File: config.mk
export PLATFORM = sky130hd
export DESIGN_NAME = pipe_stage_reg_flat
export DESIGN_NICKNAME = d
export VERILOG_FILES = /design/src/rtl/pipe_stage_reg_if.sv /design/src/rtl/pipe_stage_reg.sv /design/src/flat_wrapper.sv
export SDC_FILE = /design/constraint.sdc
export NUM_CORES = 1
export LEC_CHECK = 0
export ABC_CLOCK_PERIOD_IN_PS = 4470
export BUFFER_PORTS_ARGS = -buffer_cell sky130_fd_sc_hd__clkbuf_2
export CORE_MARGIN = 2
export CORE_UTILIZATION = 30
export CTS_CLUSTER_SIZE = 16
export DETAILED_ROUTE_END_ITERATION = 6
export GPL_TIMING_DRIVEN = 0
export SLEW_MARGIN = 20
export SYNTH_ARGS = -nofsm -noshare
export SYNTH_HDL_FRONTEND = slang
export SYNTH_SLANG_ARGS = --single-unit
export TNS_END_PERCENT = 100
File: constraint.sdc
create_clock -name clk -period 4.47 [get_ports clk]
set_input_delay 0.894 -clock clk [delete_from_list [all_inputs] [get_ports clk]]
set_output_delay 0.894 -clock clk [all_outputs]
set_load 0.1 [all_outputs]
File: src/rtl/pipe_stage_reg_if.sv
// Valid/ready beat carrying one instruction word with its PC, PC+4 and jump flag.
// The master drives the beat and the slave returns ready.
interface pipe_stage_reg_if #(
    parameter int DATA_W = 32,
    parameter int PC_W   = 32
);
    logic              valid;
    logic              ready;
    logic [DATA_W-1:0] instn;
    logic [PC_W-1:0]   pc;
    logic [PC_W-1:0]   pcplus4;
    logic              jump;

    modport master (
        output valid, instn, pc, pcplus4, jump,
        input  ready
    );

    modport slave (
        input  valid, instn, pc, pcplus4, jump,
        output ready
    );
endinterface

File: src/rtl/pipe_stage_reg.sv
// Two-entry skid pipeline register for the instruction path, clocked on the falling edge.
// Optional stall counter compiled in with `define PIPE_STAGE_PERF_EN.
module pipe_stage_reg #(
    parameter int DATA_W  = 32,
    parameter int PC_W    = 32,
    parameter int JADDR_W = 26,
    parameter int CNT_W   = 16
) (
    input  logic                clk,
    input  logic                reset,
    input  logic                flush,
    pipe_stage_reg_if.slave     up,
    pipe_stage_reg_if.master    dn,
    output logic [JADDR_W-1:0]  jump_address
`ifdef PIPE_STAGE_PERF_EN
    ,
    output logic [CNT_W-1:0]    stall_cnt
`endif
);

    if (JADDR_W > DATA_W || JADDR_W < 1 || CNT_W < 1) begin : g_bad_param
        $error("pipe_stage_reg: JADDR_W must be 1..DATA_W and CNT_W at least 1");
    end

    typedef struct packed {
        logic [DATA_W-1:0] instn;
        logic [PC_W-1:0]   pc;
        logic [PC_W-1:0]   pcplus4;
        logic              jump;
    } beat_t;

    typedef enum logic [1:0] {
        EMPTY = 2'd0,
        ONE   = 2'd1,
        FULL  = 2'd2
    } state_t;

    state_t state;
    beat_t  main_p0;
    beat_t  skid_p1;
    beat_t  in_beat;
    logic   in_fire;
    logic   out_fire;

    assign in_beat = '{instn:   up.instn,
                       pc:      up.pc,
                       pcplus4: up.pcplus4,
                       jump:    up.jump};

    assign up.ready = (state != FULL);
    assign dn.valid = (state != EMPTY);

    assign in_fire  = up.valid & up.ready;
    assign out_fire = dn.valid & dn.ready;

    // Input stage: main_p0 is always the oldest beat, skid_p1 the one behind it.
    always_ff @(negedge clk or negedge reset) begin
        if (!reset) begin
            state   <= EMPTY;
            main_p0 <= '0;
            skid_p1 <= '0;
        end else if (flush) begin
            state <= EMPTY;
        end else begin
            case (state)
                EMPTY: begin
                    if (in_fire) begin
                        main_p0 <= in_beat;
                        state   <= ONE;
                    end
                end
                ONE: begin
                    if (in_fire && out_fire) begin
                        main_p0 <= in_beat;
                    end else if (in_fire) begin
                        skid_p1 <= in_beat;
                        state   <= FULL;
                    end else if (out_fire) begin
                        state <= EMPTY;
                    end
                end
                FULL: begin
                    if (out_fire) begin
                        main_p0 <= skid_p1;
                        state   <= ONE;
                    end
                end
                default: state <= EMPTY;
            endcase
        end
    end

    // Output stage: everything downstream sees comes straight from main_p0.
    assign dn.instn     = main_p0.instn;
    assign dn.pc        = main_p0.pc;
    assign dn.pcplus4   = main_p0.pcplus4;
    assign dn.jump      = main_p0.jump;
    assign jump_address = main_p0.instn[JADDR_W-1:0];

`ifdef PIPE_STAGE_PERF_EN
    function automatic logic [CNT_W-1:0] sat_inc(input logic [CNT_W-1:0] v);
        return (&v) ? v : v + CNT_W'(1);
    endfunction

    always_ff @(negedge clk or negedge reset) begin
        if (!reset) begin
            stall_cnt <= '0;
        end else if (dn.valid && !dn.ready) begin
            stall_cnt <= sat_inc(stall_cnt);
        end
    end
`endif

endmodule

File: src/flat_wrapper.sv
// flat-port wrapper written by rule: the top's interface ports become plain ports
module pipe_stage_reg_flat 
#(
    parameter int DATA_W  = 32,
    parameter int PC_W    = 32,
    parameter int JADDR_W = 26,
    parameter int CNT_W   = 16
)
  (clk, reset, flush, jump_address, up_valid, up_instn, up_pc, up_pcplus4, up_jump, up_ready, dn_valid, dn_instn, dn_pc, dn_pcplus4, dn_jump, dn_ready);
  pipe_stage_reg_if #(.DATA_W(DATA_W), .PC_W(PC_W)) up_i ();
  pipe_stage_reg_if #(.DATA_W(DATA_W), .PC_W(PC_W)) dn_i ();
  input  logic clk;
  input  logic reset;
  input  logic flush;
  output logic [JADDR_W-1:0] jump_address;
  input wire logic [$bits(up_i.valid)-1:0] up_valid;
  input wire logic [$bits(up_i.instn)-1:0] up_instn;
  input wire logic [$bits(up_i.pc)-1:0] up_pc;
  input wire logic [$bits(up_i.pcplus4)-1:0] up_pcplus4;
  input wire logic [$bits(up_i.jump)-1:0] up_jump;
  output wire logic [$bits(up_i.ready)-1:0] up_ready;
  output wire logic [$bits(dn_i.valid)-1:0] dn_valid;
  output wire logic [$bits(dn_i.instn)-1:0] dn_instn;
  output wire logic [$bits(dn_i.pc)-1:0] dn_pc;
  output wire logic [$bits(dn_i.pcplus4)-1:0] dn_pcplus4;
  output wire logic [$bits(dn_i.jump)-1:0] dn_jump;
  input wire logic [$bits(dn_i.ready)-1:0] dn_ready;
  assign up_i.valid = up_valid;
  assign up_i.instn = up_instn;
  assign up_i.pc = up_pc;
  assign up_i.pcplus4 = up_pcplus4;
  assign up_i.jump = up_jump;
  assign up_ready = up_i.ready;
  assign dn_valid = dn_i.valid;
  assign dn_instn = dn_i.instn;
  assign dn_pc = dn_i.pc;
  assign dn_pcplus4 = dn_i.pcplus4;
  assign dn_jump = dn_i.jump;
  assign dn_i.ready = dn_ready;
  pipe_stage_reg #(.DATA_W(DATA_W), .PC_W(PC_W), .JADDR_W(JADDR_W), .CNT_W(CNT_W)) u_core (.clk(clk), .reset(reset), .flush(flush), .up(up_i), .dn(dn_i), .jump_address(jump_address));
endmodule
==> results.md <==
- Mapped Area: 0.008657 mm²
- Dpl cell area: roughly 0.010 mm²
- WS Path Type: flip-flop to primary output
- Worst slew pin tran: between 600 and 700 ps
- Synth warn: 0
- Final worst slack: -105.1 ps
- Commonest non-fill, non-tap cell in the layout: mux2_2
- Worst r2r path cells: 6
- Leakage power: 5.173 nW
- Layout Nets: between 900 and 1000
- Cell internal pwr: ~3.8 mW
- Largest stage delay, worst path: about 440 ps
- Failing checks: setup timing
- R2r startpoint: u_core.state[1]
- Mean post-synth cell area: ~15 µm²
- Number of flops mapped to enable cells by yosys: 0
- Register share of total power: 36.1%
- Die width: roughly 170 µm
- Max rail drop VDD: about 0.3 mV
- Startpoint types: flip-flop
- Synth async-reset ratio: 100.0%
- Crit path arrival time: around 3700 ps
- I/O pin count: about 230
- Sw frac: about 44%
- Via count: around 5400
- Gr ovfl total: 0
- Die Ht: roughly 170 µm
- Post-synth cell types: 20
- Syn_nets: ~660
- IO Port Bufs: roughly 230
- Max FO, Critical Path: 2
- WL final: roughly 20000 µm
- Post-CTS Hold Fix Bufs: 0
- Endpoints failing setup: 2
- Layout cell share with drive strength beyond 1: ~73%
- Reg2reg end: u_core.dn.instn[30]
- Initial antenna violation count: 2
- Clk_lat worst skew: roughly 400 ps
- Most frequent cells in the layout: mux2_2 (281), dfrtn_1 (196), clkbuf_2 (157)
- Layout Cells excl Fill: 1210
- WL/cell: around 16 µm
- Clock transition at path regs: about 60 ps
- RePlAce Congestion: between 0.6 and 0.7
- Worst Hold Class: flip-flop to flip-flop
- R2R setup slack: between 2000 and 2500 ps
- CP Capture Type: primary output
- First-pass GRT wire length: ~32000 µm
- H-tree level count: 4
- Hold EP: u_core.dn.pcplus4[10]
- CP required: roughly 3600 ps
- Initial Utilization: slightly above 30%
- Hold Path Depth: 1
- PD cells: just over 600 mW/mm²
- Detail Placement HPWL: 13680 µm
- Hold_sp: u_core.dn.pcplus4[10]
- Cells after DPL: roughly 1200
- Combinational share of power: between 40 and 50%
- DRC violation count after routing: 0
- Max Slew Vio Count: 0
- Drt initial violations: 215
- GRT Util Overall: 13.48%
- Critical path's slowest cell: dfrtn_1
- # rows: 62
- Via-to-Cell Ratio: 4.427
- Area delta synth->final: 30.44%
- Largest net degree at the start of global routing: 80
- Synthesis-stage register bit count: a little under 200
- Status: complete, but fails checks
- Worst Skew: 16.13 ps
- Unrepaired setup endpoints after global routing: yes
- Sw power: ~3.0 mW
- TritonRoute pass-1 iters: 6
- Finished Cell Area: between 0.01 and 0.015 mm²
- CP cell instances: nor2b_4, buf_6, clkinvlp_4, clkbuf_16
- Number of global-route vias before repair: between 5000 and 6000
- Clock Root Buffer: clkbuf_16
- # diodes: 0
- Inserted Clock Buffers: 17
- Slew margin rel.: between 50% and 60%
- Clock Power Share: 23.4%
- Sequential fraction of the synthesis area: 56.66%
- Post-synthesis cell count: ~560
- CTS Sinks: between 150 and 200
- Clock buffer depth: 2
- Antenna Nets Post-Route: 0
- Die footprint: between 0.03 and 0.04 mm²
- CTS tree: built
- Top FF cell, synth: dfrtn_1
- Final hold vios: 0
- Max-cap violation count: 0
- Core ar.: 0.02855 mm²
metrics by stage:
| stage | hold WS (ps) | power (mW) | TNS [ps] | util, % | setup slack [ps] |
|---|---|---|---|---|---|
| after detailed placement | 438.7 | 5.229 | -89920 | 36.55 | -706.2 |
| after global placement | 428.4 | 5.181 | -787350 | 36.33 | -3653 |
| after floorplan | 434.1 | 4.750 | 0 | - | 25.67 |
| final | 432.0 | 6.837 | -205.3 | 39.56 | -105.1 |
| after global routing | 454.0 | 7.137 | -257.5 | 39.56 | -133.6 |
| after CTS | 441.1 | 6.916 | -364.7 | 39.40 | -120.2 |
timing repair:
action / CTS / global route
pin swaps: 1 / 0
setup buffers: 5 / 3
endpoints found under the setup margin: 120 / 134
gates resized for setup: 57 / 30
state kept, by name (all words and copies together), names as in the netlist:
| register | cells |
|---|---|
| u_core.dn.instn | 32 |
| u_core.dn.jump | 1 |
| u_core.dn.pc | 32 |
| u_core.dn.pcplus4 | 32 |
| u_core.skid_p1 | 97 |
| u_core.state | 2 |
final cells by class:
cell class	instances	area, µm²
Buffer	56	483.0
Clock buffer	20	446.7
Clock inverter	12	145.1
Fill cell	2819	17260
Inverter	1	7.507
Multi-Input combinational cell	305	3395
Sequential cell	196	4905
Tap cell	384	480.5
Timing Repair Buffer	236	1430
critical path: cells and delay by family, from the launching register on:
| family | cells | cell delay (ps) |
|---|---|---|
| AND/OR/NAND/NOR | 1 | 160 |
| buffers and inverters | 3 | 420 |
| flip-flops | 1 | 440 |
layer usage:
metal	up-vias	wire length (µm)	global-route usage, %
met4	2	241	3.887
met5	-	12	0
met3	15	1222	4.496
met2	150	8973	20.25
li1	2482	-	-
met1	2708	9386	18.51
synth_stat cells (3+ instances only):
| cell type | number | area share [%] |
|---|---|---|
| mux2_2 | 281 | 37 |
| clkbuf_1 | 3 | 0.13 |
| mux2_1 | 10 | 1.3 |
| dfrtn_1 | 196 | 57 |
| buf_4 | 27 | 2.3 |
| buf_6 | 6 | 0.78 |
| nor2b_1 | 4 | 0.29 |
| buf_2 | 17 | 0.98 |
| buf_1 | 4 | 0.17 |
cells by family after synthesis:
logic type,Yosys count,synth area share (%)
xor+xnor,1,0.1012
mux,291,37.85
buf+inv,58,4.451
flops,196,56.66
compound gates,3,0.3035
simple gates,10,0.6358
worst max path at each step:
stage               depth (start not counted)  slack [ps]               start                    to
detailed placement                          6        -710            up_valid    u_core.skid_p1[60]
finish                                      4        -110     u_core.state[1]              up_ready
CTS                                         4        -120     u_core.state[1]              up_ready
global placement                            1       -3650               reset  u_core.dn.pcplus4[7]
floorplan                                   1          30  u_core.dn.instn[0]       jump_address[0]
global route                                4        -130     u_core.state[1]              up_ready
power by group through the flow:
stage	Clock [mW]	Combinational [mW]	Sequential, mW
finish	1.60	2.77	2.47
global route	1.73	2.87	2.53
CTS	1.66	2.79	2.47
detailed placement	0	2.73	2.50
global placement	0	2.70	2.48
floorplan	0	0.977	3.77
No activity file was read; power rests on OpenSTA's default activity.
